[src/rtl/subleq_core_p.sv]
// subleq_core_p: multi-cycle SUBLEQ core, one memory access per state over a req/ack port.
// Optional SUBLEQ_HALT_EN: a taken branch to an address with its MSB set parks the core in HALT until reset.
module subleq_core_p #(
    parameter int                DATA_W   = 32,
    parameter int                ADDR_W   = 32,
    parameter logic [ADDR_W-1:0] RESET_PC = '0
) (
    input  logic              clk,
    input  logic              rst_n,
    input  logic              cpu_en,
    output logic              mem_req,
    output logic              mem_we,
    output logic [ADDR_W-1:0] mem_addr,
    output logic [DATA_W-1:0] mem_wdata,
    input  logic [DATA_W-1:0] mem_rdata,
    input  logic              mem_ack,
    output logic              halted
);

    localparam int                WB  = DATA_W / 8;
    localparam logic [ADDR_W-1:0] WB1 = ADDR_W'(WB);
    localparam logic [ADDR_W-1:0] WB2 = ADDR_W'(2 * WB);
    localparam logic [ADDR_W-1:0] WB3 = ADDR_W'(3 * WB);

`ifdef SUBLEQ_HALT_EN
    typedef enum logic [2:0] {FA, FB, FC, RA, RB, WR, HALT} state_t;
`else
    typedef enum logic [2:0] {FA, FB, FC, RA, RB, WR} state_t;
`endif

    state_t            state_q, state_d;
    logic [ADDR_W-1:0] pc_q, pc_d;
    logic [ADDR_W-1:0] a_q, a_d;
    logic [ADDR_W-1:0] b_q, b_d;
    logic [ADDR_W-1:0] c_q, c_d;
    logic [DATA_W-1:0] va_q, va_d;
    logic [DATA_W-1:0] vb_q, vb_d;
    logic              req_q, req_d;

    logic [DATA_W-1:0] diff;
    logic              take;
    logic              go_halt;
    logic              in_halt;

    assign diff = vb_q - va_q;
    // Signed (VB-VA) <= 0: negative or exactly zero.
    assign take = diff[DATA_W-1] | (diff == '0);

`ifdef SUBLEQ_HALT_EN
    assign in_halt = (state_q == HALT);
`else
    assign in_halt = 1'b0;
`endif

    assign halted    = in_halt;
    assign mem_req   = req_q;
    assign mem_we    = (state_q == WR);
    assign mem_wdata = (state_q == WR) ? diff : '0;

    // Address depends only on registered state, so it holds while a request waits.
    always_comb begin
        mem_addr = pc_q;
        case (state_q)
            FB:      mem_addr = pc_q + WB1;
            FC:      mem_addr = pc_q + WB2;
            RA:      mem_addr = a_q;
            RB:      mem_addr = b_q;
            WR:      mem_addr = b_q;
            default: mem_addr = pc_q;
        endcase
    end

    always_comb begin
        state_d = state_q;
        pc_d    = pc_q;
        a_d     = a_q;
        b_d     = b_q;
        c_d     = c_q;
        va_d    = va_q;
        vb_d    = vb_q;
        req_d   = req_q;
        go_halt = 1'b0;
        if (req_q) begin
            if (mem_ack) begin
                case (state_q)
                    FA: begin
                        a_d     = mem_rdata[ADDR_W-1:0];
                        state_d = FB;
                    end
                    FB: begin
                        b_d     = mem_rdata[ADDR_W-1:0];
                        state_d = FC;
                    end
                    FC: begin
                        c_d     = mem_rdata[ADDR_W-1:0];
                        state_d = RA;
                    end
                    RA: begin
                        va_d    = mem_rdata;
                        state_d = RB;
                    end
                    RB: begin
                        vb_d    = mem_rdata;
                        state_d = WR;
                    end
                    WR: begin
                        state_d = FA;
                        if (take) begin
`ifdef SUBLEQ_HALT_EN
                            if (c_q[ADDR_W-1]) begin
                                state_d = HALT;
                                go_halt = 1'b1;
                            end else begin
                                pc_d = c_q;
                            end
`else
                            pc_d = c_q;
`endif
                        end else begin
                            pc_d = pc_q + WB3;
                        end
                    end
                    default: state_d = FA;
                endcase
                req_d = cpu_en & ~go_halt;
            end
        end else if (cpu_en && !in_halt) begin
            req_d = 1'b1;
        end
    end

    always_ff @(posedge clk or negedge rst_n) begin
        if (!rst_n) begin
            state_q <= FA;
            pc_q    <= RESET_PC;
            a_q     <= '0;
            b_q     <= '0;
            c_q     <= '0;
            va_q    <= '0;
            vb_q    <= '0;
            req_q   <= 1'b0;
        end else begin
            state_q <= state_d;
            pc_q    <= pc_d;
            a_q     <= a_d;
            b_q     <= b_d;
            c_q     <= c_d;
            va_q    <= va_d;
            vb_q    <= vb_d;
            req_q   <= req_d;
        end
    end

endmodule

[config.mk]
export PLATFORM = sky130hd
export DESIGN_NAME = subleq_core_p
export DESIGN_NICKNAME = d
export VERILOG_FILES = /design/src/rtl/subleq_core_p.sv
export SDC_FILE = /design/constraint.sdc
export NUM_CORES = 1
export LEC_CHECK = 0
export BUFFER_PORTS_ARGS = -buffer_cell sky130_fd_sc_hd__clkbuf_2
export CORE_ASPECT_RATIO = 0.9
export CORE_MARGIN = 2
export CORE_UTILIZATION = 51
export DETAILED_ROUTE_END_ITERATION = 7
export GPL_ROUTABILITY_DRIVEN = 0
export PLACE_DENSITY = 0.75
export RECOVER_POWER = 25
export SYNTH_ARGS = -nofsm -noshare
export SYNTH_HDL_FRONTEND = slang
export SYNTH_SLANG_ARGS = --single-unit
[constraint.sdc]
create_clock -name clk -period 3.4 [get_ports clk]
set_clock_uncertainty 0.2 [all_clocks]
set_input_delay 0.34 -clock clk [delete_from_list [all_inputs] [get_ports clk]]
set_output_delay 0.34 -clock clk [all_outputs]
set_load 0.01 [all_outputs]
==> impl_metrics.py <==
metrics = {
    "run_status": {
        "run_status": "finished, violations left",
        "violated_checks": "negative hold slack, max-capacitance violations, max-slew violations, negative setup slack",
    },
    "routing": {
        "drt_first_pass_iters": 6,
        "wl_mm": 40.4,
        "wire_length_per_cell_um": 22.0,
        "detail_route.drc_violations": 0,
        "via_per_instance_ratio": 6.35,
        "detailedRoute.firstIterationViolations": 1616,
        "antenna_left": 0,
        "num_vias": 11700,
    },
    "place": {
        "pre_cts_slack_ns": -0.609,
        "dp_hpwl_mm": 26.6,
        "detailed_place.area_um2": 13900,
        "post-place-cells": 1768,
        "port_buffers": 101,
    },
    "pwr": {
        "powerDensity_nw_per_um2": 1230,
        "share_comb_of_total_power": 0.670,
        "power.share.sequential": 0.221,
        "power_switching_mw": 8.41,
        "vdd_drop_max_v": 0.000576,
        "p_int_mw": 10.9,
        "clockPowerShare": 0.110,
        "power.share.switching": 0.435,
        "reported_leakage_power_nw": 6.98,
        "report.power.total_mw": 19.4,
    },
    "grt": {
        "grt_max_degree": 90,
        "antenna_found_initial": 0,
        "grt_pass1_vias": 10900,
        "overflow": 0,
        "grt_pass1_wl_mm": 58.8,
        "track_usage": 0.311,
    },
    "die": {
        "placement_rows": 53,
        "initial_core_utilization": 0.514,
        "die_h_um": 149,
        "design.die.area_um2": 24600,
        "coreArea_um2": 23100,
        "die_width_um": 165,
        "io_pins": 103,
    },
    "sta": {
        "fin_crit_sh": 1.22,
        "hold_viol_final": 2,
        "tightest_slew_ns": 2.23,
        "grt_setup_unrepaired": "yes",
        "slew_viol_final": 89,
        "slew_headroom": -0.488,
        "setup_violations": 39,
        "final_critical_path_setup_slack_ns": -0.747,
        "achievable-frequency_mhz": 241,
        "final_hold_slack_ns": -0.00286,
        "totalNegativeSetupSlack_ns": -18.68,
        "fin_crit_ns": 4.15,
    },
    "min_path": {
        "worstHoldPathType": "in -> reg",
        "hp-start": "mem_rdata[2]",
        "holdPathEnd": "a_q[2]$_DFFE_PN0P_",
        "timing.hold.worst_path_depth": 3,
    },
    "setup_path": {
        "crit_path_end_kind": "flop",
        "crit_path_top_delay_cell": "sky130_fd_sc_hd__fa_2",
        "worst_ep_required_time_ns": 3.53,
        "critPathArrivalTime_ns": 4.27,
        "critical_path.max_stage_delay_ns": 0.41,
        "setup.worst_path.class": "reg -> reg",
        "worst-r2r-setup-slack_ns": -0.75,
        "crit-reg2reg-launch": "va_q[1]$_DFFE_PN0P_",
        "critical_path_peak_fanout": 7,
        "regToRegEndpoint": "pc_q[9]$_DFFE_PN0P_",
        "start_kind": "flop",
        "worst_r2r_path_depth": 16,
        "crit_top_cell": "sky130_fd_sc_hd__buf_4",
        "critical_path.cell_chain": "buf_4 -> fa_2 -> nor2b_4 -> o31ai_4 -> buf_4 -> a31oi_1 -> xor2_1 -> nor3b_1 -> o221ai_1 -> nor4bb_1 -> nand4_1 -> buf_6 -> nand2_8 -> buf_12 -> o21ai_0 -> a221oi_2",
    },
    "yosys": {
        "ys_types": 74,
        "synthArstFlopShare": 1.00,
        "synth-edff-count": 0,
        "synth.cell_area_um2": 11900,
        "sequential_element_share_of_the_synthesized_area": 0.412,
        "synthesis.area_per_instance_um2": 9.28,
        "ys_seq_elements": 196,
        "synthFlopType": "sky130_fd_sc_hd__dfrtp_1",
        "synth_fp_nets": 1355,
        "postSynthCellCount": 1282,
        "ys.warnings.count": 0,
    },
    "clock_network": {
        "clock_tree.htree_level_count": 4,
        "clk_path_buf_depth": 2,
        "clockRootBuffer": "sky130_fd_sc_hd__clkbuf_16",
        "cts_made_buffers": 17,
        "clk_pin_slew_worst_paths_ns": 0.07,
        "worstSkewPairLatency_ns": 0.45,
        "sinks_on_the_clock_net": 196,
        "cts_tree": "yes",
    },
    "finish": {
        "final_non_filler_cell_total": 1841,
        "diodes_inserted": 0,
        "post_route_cells_drive_above_1_share": 0.404,
        "final_common_cell": "sky130_fd_sc_hd__dfrtp_1",
        "syn_to_final_growth_pct": 32.6,
        "layout_common_cells": "sky130_fd_sc_hd__dfrtp_1, sky130_fd_sc_hd__buf_4, sky130_fd_sc_hd__nand2_1, sky130_fd_sc_hd__mux2_2, sky130_fd_sc_hd__o21ai_0",
        "fin_area_um2": 15800,
        "finalCoreUtilization": 0.682,
        "nets": 1599,
    },
    "run": {
        "cap_viol_max_count": 1,
    },
}
==> power groups by stage <==
stage	clock network (mW)	registers (mW)	logic [mW]
3_5_place_dp	0	4.14	10.2
4_1_cts	2.14	4.16	11.3
5_1_grt	2.25	4.36	13.7
6_report	2.13	4.27	13.0
2_1_floorplan	0	3.86	6.15
3_3_place_gp	0	4.09	10.0
==> registers in the layout, indices dropped and copies added, names as in the netlist <==
signal,count
state_q,3
vb_q,32
a_q,32
c_q,32
mem_req,1
b_q,32
pc_q,32
va_q,32
==> critical path, delay by kind of cell, from the launching register on <==
kind / cells / cell delay, ns
buf+inv: 4 / 0.66
xor+xnor: 1 / 0.11
compound gates: 5 / 1.10
simple gates: 5 / 1.14
flops: 1 / 0.40
fa+ha+maj: 1 / 0.41
==> worst max-delay path by stage <==
stage	start	to
after CTS	va_q[3]$_DFFE_PN0P_	pc_q[0]$_DFFE_PN0P_
after global routing	va_q[1]$_DFFE_PN0P_	pc_q[9]$_DFFE_PN0P_
after global placement	va_q[1]$_DFFE_PN0P_	pc_q[1]$_DFFE_PN0P_
final	va_q[1]$_DFFE_PN0P_	pc_q[9]$_DFFE_PN0P_
after detailed placement	va_q[6]$_DFFE_PN0P_	pc_q[6]$_DFFE_PN0P_
after floorplan	vb_q[10]$_DFFE_PN0P_	pc_q[0]$_DFFE_PN0P_
==> per-layer routing <==
metal,vias up,track usage,routed length (µm)
met5,-,0,0
li1,5089,-,-
met3,185,0.0642,3880
met2,775,0.489,18600
met4,0,0.126,2030
met1,5648,0.422,15900
==> repair_timing <==
action	CTS	global route
buffers inserted	16	21
pin swaps	38	44
endpoints found under the hold margin	89	0
hold buffers	3	0
cloned	5	2
gates resized for setup	113	121
setup endpoints to repair	54	62
==> synthesized netlist by cell type (7+ instances only) <==
cell type | n | area share
sky130_fd_sc_hd__a31oi_1 | 7 | 0.0037
sky130_fd_sc_hd__xnor2_1 | 21 | 0.015
sky130_fd_sc_hd__a22oi_1 | 17 | 0.011
sky130_fd_sc_hd__a21oi_1 | 55 | 0.023
sky130_fd_sc_hd__nor3b_1 | 7 | 0.0044
sky130_fd_sc_hd__o22ai_1 | 8 | 0.0042
sky130_fd_sc_hd__inv_1 | 60 | 0.019
sky130_fd_sc_hd__nor2b_1 | 14 | 0.0074
sky130_fd_sc_hd__and3_1 | 16 | 0.0084
sky130_fd_sc_hd__nand2_1 | 153 | 0.048
sky130_fd_sc_hd__xor2_1 | 26 | 0.019
sky130_fd_sc_hd__dfrtp_1 | 196 | 0.41
sky130_fd_sc_hd__a221oi_2 | 7 | 0.0088
sky130_fd_sc_hd__nand2b_1 | 8 | 0.0042
sky130_fd_sc_hd__o211ai_1 | 9 | 0.0057
sky130_fd_sc_hd__buf_2 | 7 | 0.0029
sky130_fd_sc_hd__o311ai_0 | 10 | 0.0074
sky130_fd_sc_hd__nand3_1 | 32 | 0.013
sky130_fd_sc_hd__a211oi_1 | 11 | 0.0069
sky130_fd_sc_hd__a21o_1 | 18 | 0.011
sky130_fd_sc_hd__nor4_1 | 7 | 0.0037
sky130_fd_sc_hd__or3_1 | 10 | 0.0053
sky130_fd_sc_hd__nand4_1 | 25 | 0.013
sky130_fd_sc_hd__nor2_1 | 82 | 0.026
sky130_fd_sc_hd__and2_1 | 13 | 0.0068
sky130_fd_sc_hd__clkbuf_1 | 65 | 0.021
sky130_fd_sc_hd__a211o_1 | 8 | 0.0059
sky130_fd_sc_hd__ha_1 | 36 | 0.038
sky130_fd_sc_hd__mux2_2 | 124 | 0.12
sky130_fd_sc_hd__nor3_1 | 18 | 0.0076
sky130_fd_sc_hd__o21ai_0 | 121 | 0.051
==> area by class of cell <==
cell class	count	area [µm²]
flip-flops and latches	196	4920
repair buffers	303	2300
clock buffers	22	464
multi-input cells	948	7340
fillers	1661	7370
inverters	60	225
well taps	302	378
clock inverters	10	145
==> kinds of logic (layout without fill, tap and decap cells) <==
logic type | Yosys count | after routing | share of synthesized area
adder cells (fa/ha/maj) | 37 | 37 | 0.0395
flip-flops | 196 | 196 | 0.412
buffers and inverters | 138 | 395 | 0.0463
AND/OR/NAND/NOR | 402 | 402 | 0.160
other | 1 | 1 | 0.000315
XOR/XNOR | 47 | 47 | 0.0346
AO/OA/AOI/OAI | 331 | 331 | 0.184
multiplexers | 130 | 130 | 0.124
Power figures use the tool's default switching activity.
